## config.mk

```make
export PLATFORM = sky130hd
export DESIGN_NAME = gap_penalty_unit
export DESIGN_NICKNAME = d
export VERILOG_FILES = /design/src/rtl/gap_pkg.sv /design/src/rtl/gap_sat_sub.sv /design/src/rtl/gap_penalty_unit.sv
export SDC_FILE = /design/constraint.sdc
export NUM_CORES = 1
export LEC_CHECK = 0
export BUFFER_PORTS_ARGS = -buffer_cell sky130_fd_sc_hd__buf_2
export CELL_PAD_IN_SITES_DETAIL_PLACEMENT = 1
export CELL_PAD_IN_SITES_GLOBAL_PLACEMENT = 2
export CORE_ASPECT_RATIO = 0.7
export CORE_MARGIN = 4
export CORE_UTILIZATION = 31
export CTS_BUF_LIST = sky130_fd_sc_hd__clkbuf_4
export CTS_CLUSTER_SIZE = 28
export DETAILED_ROUTE_END_ITERATION = 8
export PLACE_DENSITY = 0.86
export REMOVE_ABC_BUFFERS = 1
export SLEW_MARGIN = 20
export SYNTH_ARGS = -nofsm -noshare
export SYNTH_HDL_FRONTEND = slang
export SYNTH_HIERARCHICAL = 1
export SYNTH_SLANG_ARGS = --single-unit
```

## constraint.sdc

```tcl
create_clock -name clk -period 3.8 [get_ports clk]
set_clock_uncertainty 0.15 [all_clocks]
set_input_delay 0.19 -clock clk [delete_from_list [all_inputs] [get_ports clk]]
set_output_delay 0.19 -clock clk [all_outputs]
set_load 0.03 [all_outputs]
```

## src/rtl/gap_pkg.sv

```systemverilog
// Shared types and constants for the affine gap-penalty datapath.
// Build option: define GAP_LEN_TRACK_EN to enable gap-run length tracking.
package gap_pkg;

    localparam int unsigned SCORE_W_DEF = 8;
    localparam int unsigned LEN_W_DEF   = 8;

    typedef logic [SCORE_W_DEF-1:0] score_t;
    typedef logic [LEN_W_DEF-1:0]   len_t;

    // Floor value a saturating subtract clamps to.
    localparam int unsigned SAT0_FLOOR = 0;

    typedef enum logic {
        SEL_OPEN   = 1'b0,
        SEL_EXTEND = 1'b1
    } gap_sel_e;

endpackage

```

## src/rtl/gap_sat_sub.sv

```systemverilog
// Unsigned W-bit subtract that clamps negative results to zero.
module gap_sat_sub
    import gap_pkg::*;
#(
    parameter int unsigned W = SCORE_W_DEF
) (
    input  logic [W-1:0] a,
    input  logic [W-1:0] b,
    output logic [W-1:0] y
);

    assign y = (a >= b) ? (a - b) : W'(SAT0_FLOOR);

endmodule

```

## src/rtl/gap_penalty_unit.sv

```systemverilog
// Streaming affine gap score unit: E = max(sat0(H-open), sat0(E_prev-extend)), one beat/cycle.
// Build option: define GAP_LEN_TRACK_EN to drive out_gap_len with the live gap-run length.
module gap_penalty_unit
    import gap_pkg::*;
#(
    parameter int unsigned SCORE_W    = SCORE_W_DEF,
    parameter int unsigned GAP_OPEN   = 2,
    parameter int unsigned GAP_EXTEND = 1,
    parameter int unsigned LEN_W      = LEN_W_DEF
) (
    input  logic               clk,
    input  logic               rst_n,
    input  logic               in_valid,
    output logic               in_ready,
    input  logic [SCORE_W-1:0] in_score,
    input  logic               in_last,
    output logic               out_valid,
    input  logic               out_ready,
    output logic [SCORE_W-1:0] out_score,
    output logic [LEN_W-1:0]   out_gap_len,
    output logic               out_last
);

    if (!((GAP_EXTEND <= GAP_OPEN) && (64'(GAP_OPEN) < (64'd1 << SCORE_W)))) begin : g_param_check
        $error("gap_penalty_unit: need GAP_EXTEND <= GAP_OPEN < 2**SCORE_W");
    end

    logic               out_valid_q, out_last_q, row_start_q;
    logic [SCORE_W-1:0] out_score_q, e_prev_q;
    logic [SCORE_W-1:0] e_prev_eff, open_cand, ext_cand, result_d;
    gap_sel_e           sel_d;
    logic               accept;

    assign in_ready = !out_valid_q || out_ready;
    assign accept   = in_valid && in_ready;

    // A row start behaves as if the previous E were zero.
    assign e_prev_eff = row_start_q ? '0 : e_prev_q;

    gap_sat_sub #(.W(SCORE_W)) u_open (
        .a (in_score),
        .b (SCORE_W'(GAP_OPEN)),
        .y (open_cand)
    );

    gap_sat_sub #(.W(SCORE_W)) u_extend (
        .a (e_prev_eff),
        .b (SCORE_W'(GAP_EXTEND)),
        .y (ext_cand)
    );

    // Ties go to opening a fresh gap.
    assign sel_d    = (open_cand >= ext_cand) ? SEL_OPEN : SEL_EXTEND;
    assign result_d = (sel_d == SEL_OPEN) ? open_cand : ext_cand;

    always_ff @(posedge clk or negedge rst_n) begin
        if (!rst_n) begin
            out_valid_q <= 1'b0;
            out_score_q <= '0;
            out_last_q  <= 1'b0;
            e_prev_q    <= '0;
            row_start_q <= 1'b1;
        end else if (accept) begin
            out_valid_q <= 1'b1;
            out_score_q <= result_d;
            out_last_q  <= in_last;
            e_prev_q    <= result_d;
            row_start_q <= in_last;
        end else if (out_ready) begin
            out_valid_q <= 1'b0;
        end
    end

`ifdef GAP_LEN_TRACK_EN
    logic [LEN_W-1:0] len_prev_q, out_len_q, len_prev_eff, len_d;

    assign len_prev_eff = row_start_q ? '0 : len_prev_q;

    always_comb begin
        len_d = '0;
        if (result_d == '0) begin
            len_d = '0;
        end else if (sel_d == SEL_OPEN) begin
            len_d = LEN_W'(1);
        end else if (len_prev_eff == '1) begin
            len_d = '1;
        end else begin
            len_d = len_prev_eff + LEN_W'(1);
        end
    end

    always_ff @(posedge clk or negedge rst_n) begin
        if (!rst_n) begin
            len_prev_q <= '0;
            out_len_q  <= '0;
        end else if (accept) begin
            len_prev_q <= len_d;
            out_len_q  <= len_d;
        end
    end

    assign out_gap_len = out_len_q;
`else
    assign out_gap_len = '0;
`endif

    assign out_valid = out_valid_q;
    assign out_score = out_score_q;
    assign out_last  = out_last_q;

endmodule

```

==> flow_summary.toml, run 1 <==
[worst_setup_path]
crit_buf_inv = 4
critPathTopFamily = "compound AO/OA/AOI/OAI gates"
worstSetupStartpointType = "register"
worst-endpoint-required_ps = 3840
crit_slowest_cell = "dfstp_2"
cp_cell_sequence = "nor2b_1, inv_1, ha_2, inv_2, fa_2, a21o_1, a311o_1, a21oi_2, xor2_1, nor2_1, inv_1, ha_1, and2_4, a221oi_4, buf_6, o2111ai_1, o211ai_1"
cp.depth = 17
critical_path.max_stage_delay_ps = 550
cpMostUsedCell = "inv_1"
reg2regPathDepth = 17
path_class = "register to register"
worstPathArrival_ps = 3730
crit_path_max_fanout = 7
endpoint_kind = "register"

[synthesis]
yosysSeqAreaShare = 0.165
ys_seq_elements = 11
synth_edf_count = 0
syn_area_per_cell_sq_um = 8.28
ys_types = 36
async_reset_ff_frac = 1.00
synth_area_leader_cell = "ha_1"
syn-instance-count = 202
synthTopCellsByArea = "ha_1 (18%), dfrtp_1 (15%), inv_1 (6.3%)"
netlist_area_sq_um = 1670
ys.flop_type = "dfrtp_1"
synth_top_area_share = 0.180
ys_warn_count = 6

[finish]
area_delta_synth_final_pct = 28.6
mostFrequentLayoutCell = "inv_1"
n_antenna_cell = 0
drive_gt1_frac = 0.258
final_cell_mix = "inv_1 (26), conb_1 (24), buf_2 (23)"
fillers = 665
nets = 296
finish.utilization = 0.411

[floorplanning]
core_area_sq_um = 5230
die_area_sq_um = 6650
rows = 22
die_h_um = 69.5
ios = 32
fp.dieW_um = 95.8
start_util = 0.320

[run]
cap_violations = 0

[detailed_routing]
ant_nets = 0
viasPerCell = 4.78
firstDrtPassIters = 4
initialDrtViolationCount = 75
wl_per_cell_um = 13.8
finalWirelength_um = 4540
drc = 0
num_vias = 1569

[global_routing]
grt_usage = 0.126
first_global_vias = 1505
grt_max_degree = 18
grt_pass1_wl_um = 6830
grt_antenna_before_repair = 0
overflow = 0

[clock_tree]
cts_buffers = 3
clock_latency_ps = 270
clk_pin_slew_ps = 80
cts_tree = "done"
h-tree-depth = 1
cts_sinks = 11
clockRootBuffer = "clkbuf_4"
cts_buffer_depth = 2

[timing]
timing.final.ws_setup_ps = 111
fmax_mhz = 271
finalCriticalPeriod_ps = 3690
hold_ws_ps = 83.6
final-max-slew-violation-count = 0
setup_violations = 0
hold_viol = 0
slew_headroom = 0.546
worst_pin_slew_ps = 681
period_share = 0.971

[placed_design]
dpl.hpwl_um = 3450
gp_congestion = 0.815
place_ws_ps = 20.4
place.port_buffers = 23

[hold_path]
hold_path_class = "primary input to register"
hold_depth = 3

[power_and_ir_drop]
leakage_nw = 0.943
irDropWorstVdd_uv = 171
power.density_nw_per_um2 = 407

[outcome]
status = "finished clean"
## synth_stat cells, types with 3 or more instances
library cell  number
inv_1             28
ha_1              24
nand2_1           22
nor2_1            12
nor2b_1           12
dfrtp_1           10
buf_4              8
o2111ai_1          8
o211ai_1           8
o21a_1             8
nand2b_1           5
a21oi_1            4
nor3_1             4
o21ai_0            4
xnor2_1            4
xor2_1             4
a211o_1            3
a21o_1             3
and2_1             3
## final cells by class
| class | instances | area (sq um) | share of cell area |
|---|---|---|---|
| inverter | 28 | 105 | 0.0489 |
| clock buffer | 4 | 30.0 | 0.0140 |
| tap | 72 | 90.1 | 0.0419 |
| timing repair buffer | 37 | 235 | 0.109 |
| sequential | 11 | 277 | 0.129 |
| multi-input combinational | 176 | 1410 | 0.657 |
## worst min-delay path, delay by kind of cell
| kind | cells | cell delay, ps |
|---|---|---|
| buffers and inverters | 1 | 70 |
| and+or+nand+nor | 2 | 210 |
## state kept, by name (all words and copies together) (netlist names)
signal,flops
row_start_q,1
out_valid,1
out_score,8
out_last,1
## where the power goes
part | switching (mW) | internal [mW] | leakage [nW]
Sequential | 0.0206 | 0.144 | 0.141
Combinational | 0.358 | 0.259 | 0.783
Clock | 0.0458 | 0.0479 | 0.0184
Total | 0.425 | 0.451 | 0.943
## per-stage QoR
step	power [mW]	TNS [ps]	instance area (sq um)	cells
after floorplan	0.558	0	1690	214
after global placement	0.681	0	1930	314
after detailed placement	0.691	0	1930	314
after CTS	0.793	0	1990	321
after global routing	0.945	-368	2150	328
final	0.875	0	2150	328
## layer usage
metal | global-route usage | share of wire | vias up
li1 | - | - | 791
met1 | 0.200 | 0.52 | 747
met2 | 0.176 | 0.43 | 29
met3 | 0.0336 | 0.047 | 2
met4 | 0.00473 | 0.0020 | 0
met5 | 0 | 0 | -
## logic make-up (layout without fill, tap and decap cells)
logic type | count (synthesis) | after routing | synth area share
AOI/OAI and AO/OA | 56 | 57 | 0.302
xor gates and xnor gates | 8 | 8 | 0.0419
adders and majority gates | 26 | 26 | 0.203
buffers and inverters | 38 | 69 | 0.105
DFF | 11 | 11 | 0.165
other | 2 | 24 | 0.00449
and+or+nand+nor | 61 | 61 | 0.178
## repair_timing
item,CTS,global route
pin swaps,0,21
setup endpoints to repair,1,8
setup buffers,0,6
gates cloned,0,1
resized for setup,1,22
hold buffers,3,0
hold endpoints to repair,13,0
## final timing paths
path                                  start           end  slack (ps)
worst max-delay path            row_start_q  out_score[2]         110
worst min-delay path              out_ready     out_valid          80
worst max register to register  row_start_q  out_score[2]         110
worst min register to register     out_last      out_last         340
max in group asynchronous             rst_n   row_start_q        3060
min in group asynchronous             rst_n  out_score[0]         170
Note: power is estimated with default switching activity, not from simulation.
==> run 2, diff against run 1 <==
Settings changed: CORE_UTILIZATION 31 to 36, PLACE_DENSITY 0.86 to 0.93.
Clock period 3.8 ns to 4.6 ns, I/O delays scaled along.
==> run 2 against run 1 <==
  * Largest cell class unchanged
  * Global-route usage is 2.6 points higher
  * First-iteration DRC count is 19% lower
  * Cell count fell by 9.1%
  * Sequential power fell by 16%
  * Critical path type unchanged
  * Critical endpoint is now out_score[7]
  * Critical path depth fell by 1
==> flow_summary.toml, run 2 (synthesized netlist as in run 1, its figures left out) <==
[timing]
fmax_mhz = 247
worst_pin_slew_ps = 583
rsz0062_at_grt = "false"
setup-tns-final_ps = 0
final-max-slew-violation-count = 0
setup_violations = 0
timing.final.ws_setup_ps = 551
slew_headroom = 0.611
hold_viol = 0
finalCriticalPeriod_ps = 4050
period_share = 0.880

[power_and_ir_drop]
irDropWorstVdd_uv = 152
power.density_nw_per_um2 = 325
leakage_nw = 0.864

[finish]
multi_input_area_sq_um = 1300
nets = 283
regArea_sq_um = 277
final_cell_mix = "inv_1 (28), ha_1 (24), conb_1 (24)"
largest_reg_flops = 8
n_antenna_cell = 0
finish.utilization = 0.435
drive_gt1_frac = 0.152
fillers = 546
area_delta_synth_final_pct = 14.6
mostFrequentLayoutCell = "inv_1"

[global_routing]
grt_usage = 0.152
grt_pass1_wl_um = 7020
first_global_vias = 1509
overflow = 0
grt_max_degree = 18
grt_antenna_before_repair = 0

[clock_tree]
cts_buffers = 3
h-tree-depth = 1
cts_tree = "done"
clockRootBuffer = "clkbuf_4"
cts_resized = 0
clock_latency_ps = 280
hold_buffers = 2
cts_buffer_depth = 2
cts_setup_buffers = 0
clk_pin_slew_ps = 80
cts_sinks = 11

[detailed_routing]
initialDrtViolationCount = 61
wl_per_cell_um = 13.2
viasPerCell = 4.97
ant_nets = 0
firstDrtPassIters = 4
num_vias = 1482
finalWirelength_um = 3930
drc = 0

[worst_setup_path]
crit_path_max_fanout = 9
worstPathArrival_ps = 4050
r2r-end = "out_score[7]"
endpoint = "out_score[7]"
worstSetupStartpointType = "register"
critPathLaunch = "row_start_q"
r2r_start = "row_start_q"
endpoint_kind = "register"
reg2reg_slack_ps = 550
worst-endpoint-required_ps = 4600
reg2regPathDepth = 16
path_class = "register to register"

[placed_design]
gp_congestion = 0.789
dpl.hpwl_um = 3480
place.port_buffers = 23
place_ws_ps = 570

[outcome]
status = "finished clean"

[hold_path]
hold_path_class = "primary input to register"

[run]
cap_violations = 0

[floorplanning]
die_h_um = 65.0
fp.dieW_um = 89.5
start_util = 0.380
die_area_sq_um = 5820
core_area_sq_um = 4400
ios = 32
rows = 20
[run 2: worst min path at each step]
| stage | startpoint | endpoint | slack, ps | cells after the start |
|---|---|---|---|---|
| global route | in_last | out_last | 10 | 3 |
| finish | in_last | row_start_q | 20 | 3 |
| detailed placement | rst_n | out_score[2] | -30 | 1 |
| global placement | rst_n | out_score[2] | -40 | 1 |
| floorplan | rst_n | out_last | -220 | 0 |
| CTS | in_last | row_start_q | 10 | 3 |
[run 2: area by class of cell]
cell class | instances | area share
inverters | 28 | 0.0548
clock buffers | 3 | 0.0117
clock inverters | 1 | 0.00261
repair buffers | 25 | 0.0705
multi-input cells | 175 | 0.680
well taps | 55 | 0.0359
flip-flops and latches | 11 | 0.144
[run 2: power by group]
part           switching (mW)  internal, mW
clock network          0.0377        0.0323
logic                   0.254         0.162
registers              0.0184         0.119
[run 2: routing by layer]
layer / vias up / part of all wire / GRT usage
met2: 33 / 0.43 / 0.233
met4: 0 / 0 / 0.0112
met3: 0 / 0.049 / 0.0419
li1: 766 / - / -
met1: 683 / 0.52 / 0.222
met5: - / 0 / 0
[run 2: stage by stage]
stage	power (mW)	area [sq um]	hold slack [ps]	cells
final	0.623	1920	17.3	298
after detailed placement	0.553	1870	-30.2	292
after global routing	0.686	1920	12.3	298
after floorplan	0.461	1690	-216	214
after CTS	0.628	1920	11.6	298
after global placement	0.546	1870	-37.2	292
[run 2: worst max-delay path: stages (launching register included)]
cell and delay (ps):
dfstp_2 630, nor2b_1 70, inv_1 60, ha_1 160
inv_1 60, fa_1 400, a21o_1 210, a311o_1 370
a21oi_1 180, xor2_1 80, nor2_1 160, inv_1 70
ha_1 270, and2_2 230, a221oi_4 440, o21a_4 260
o211ai_1 130
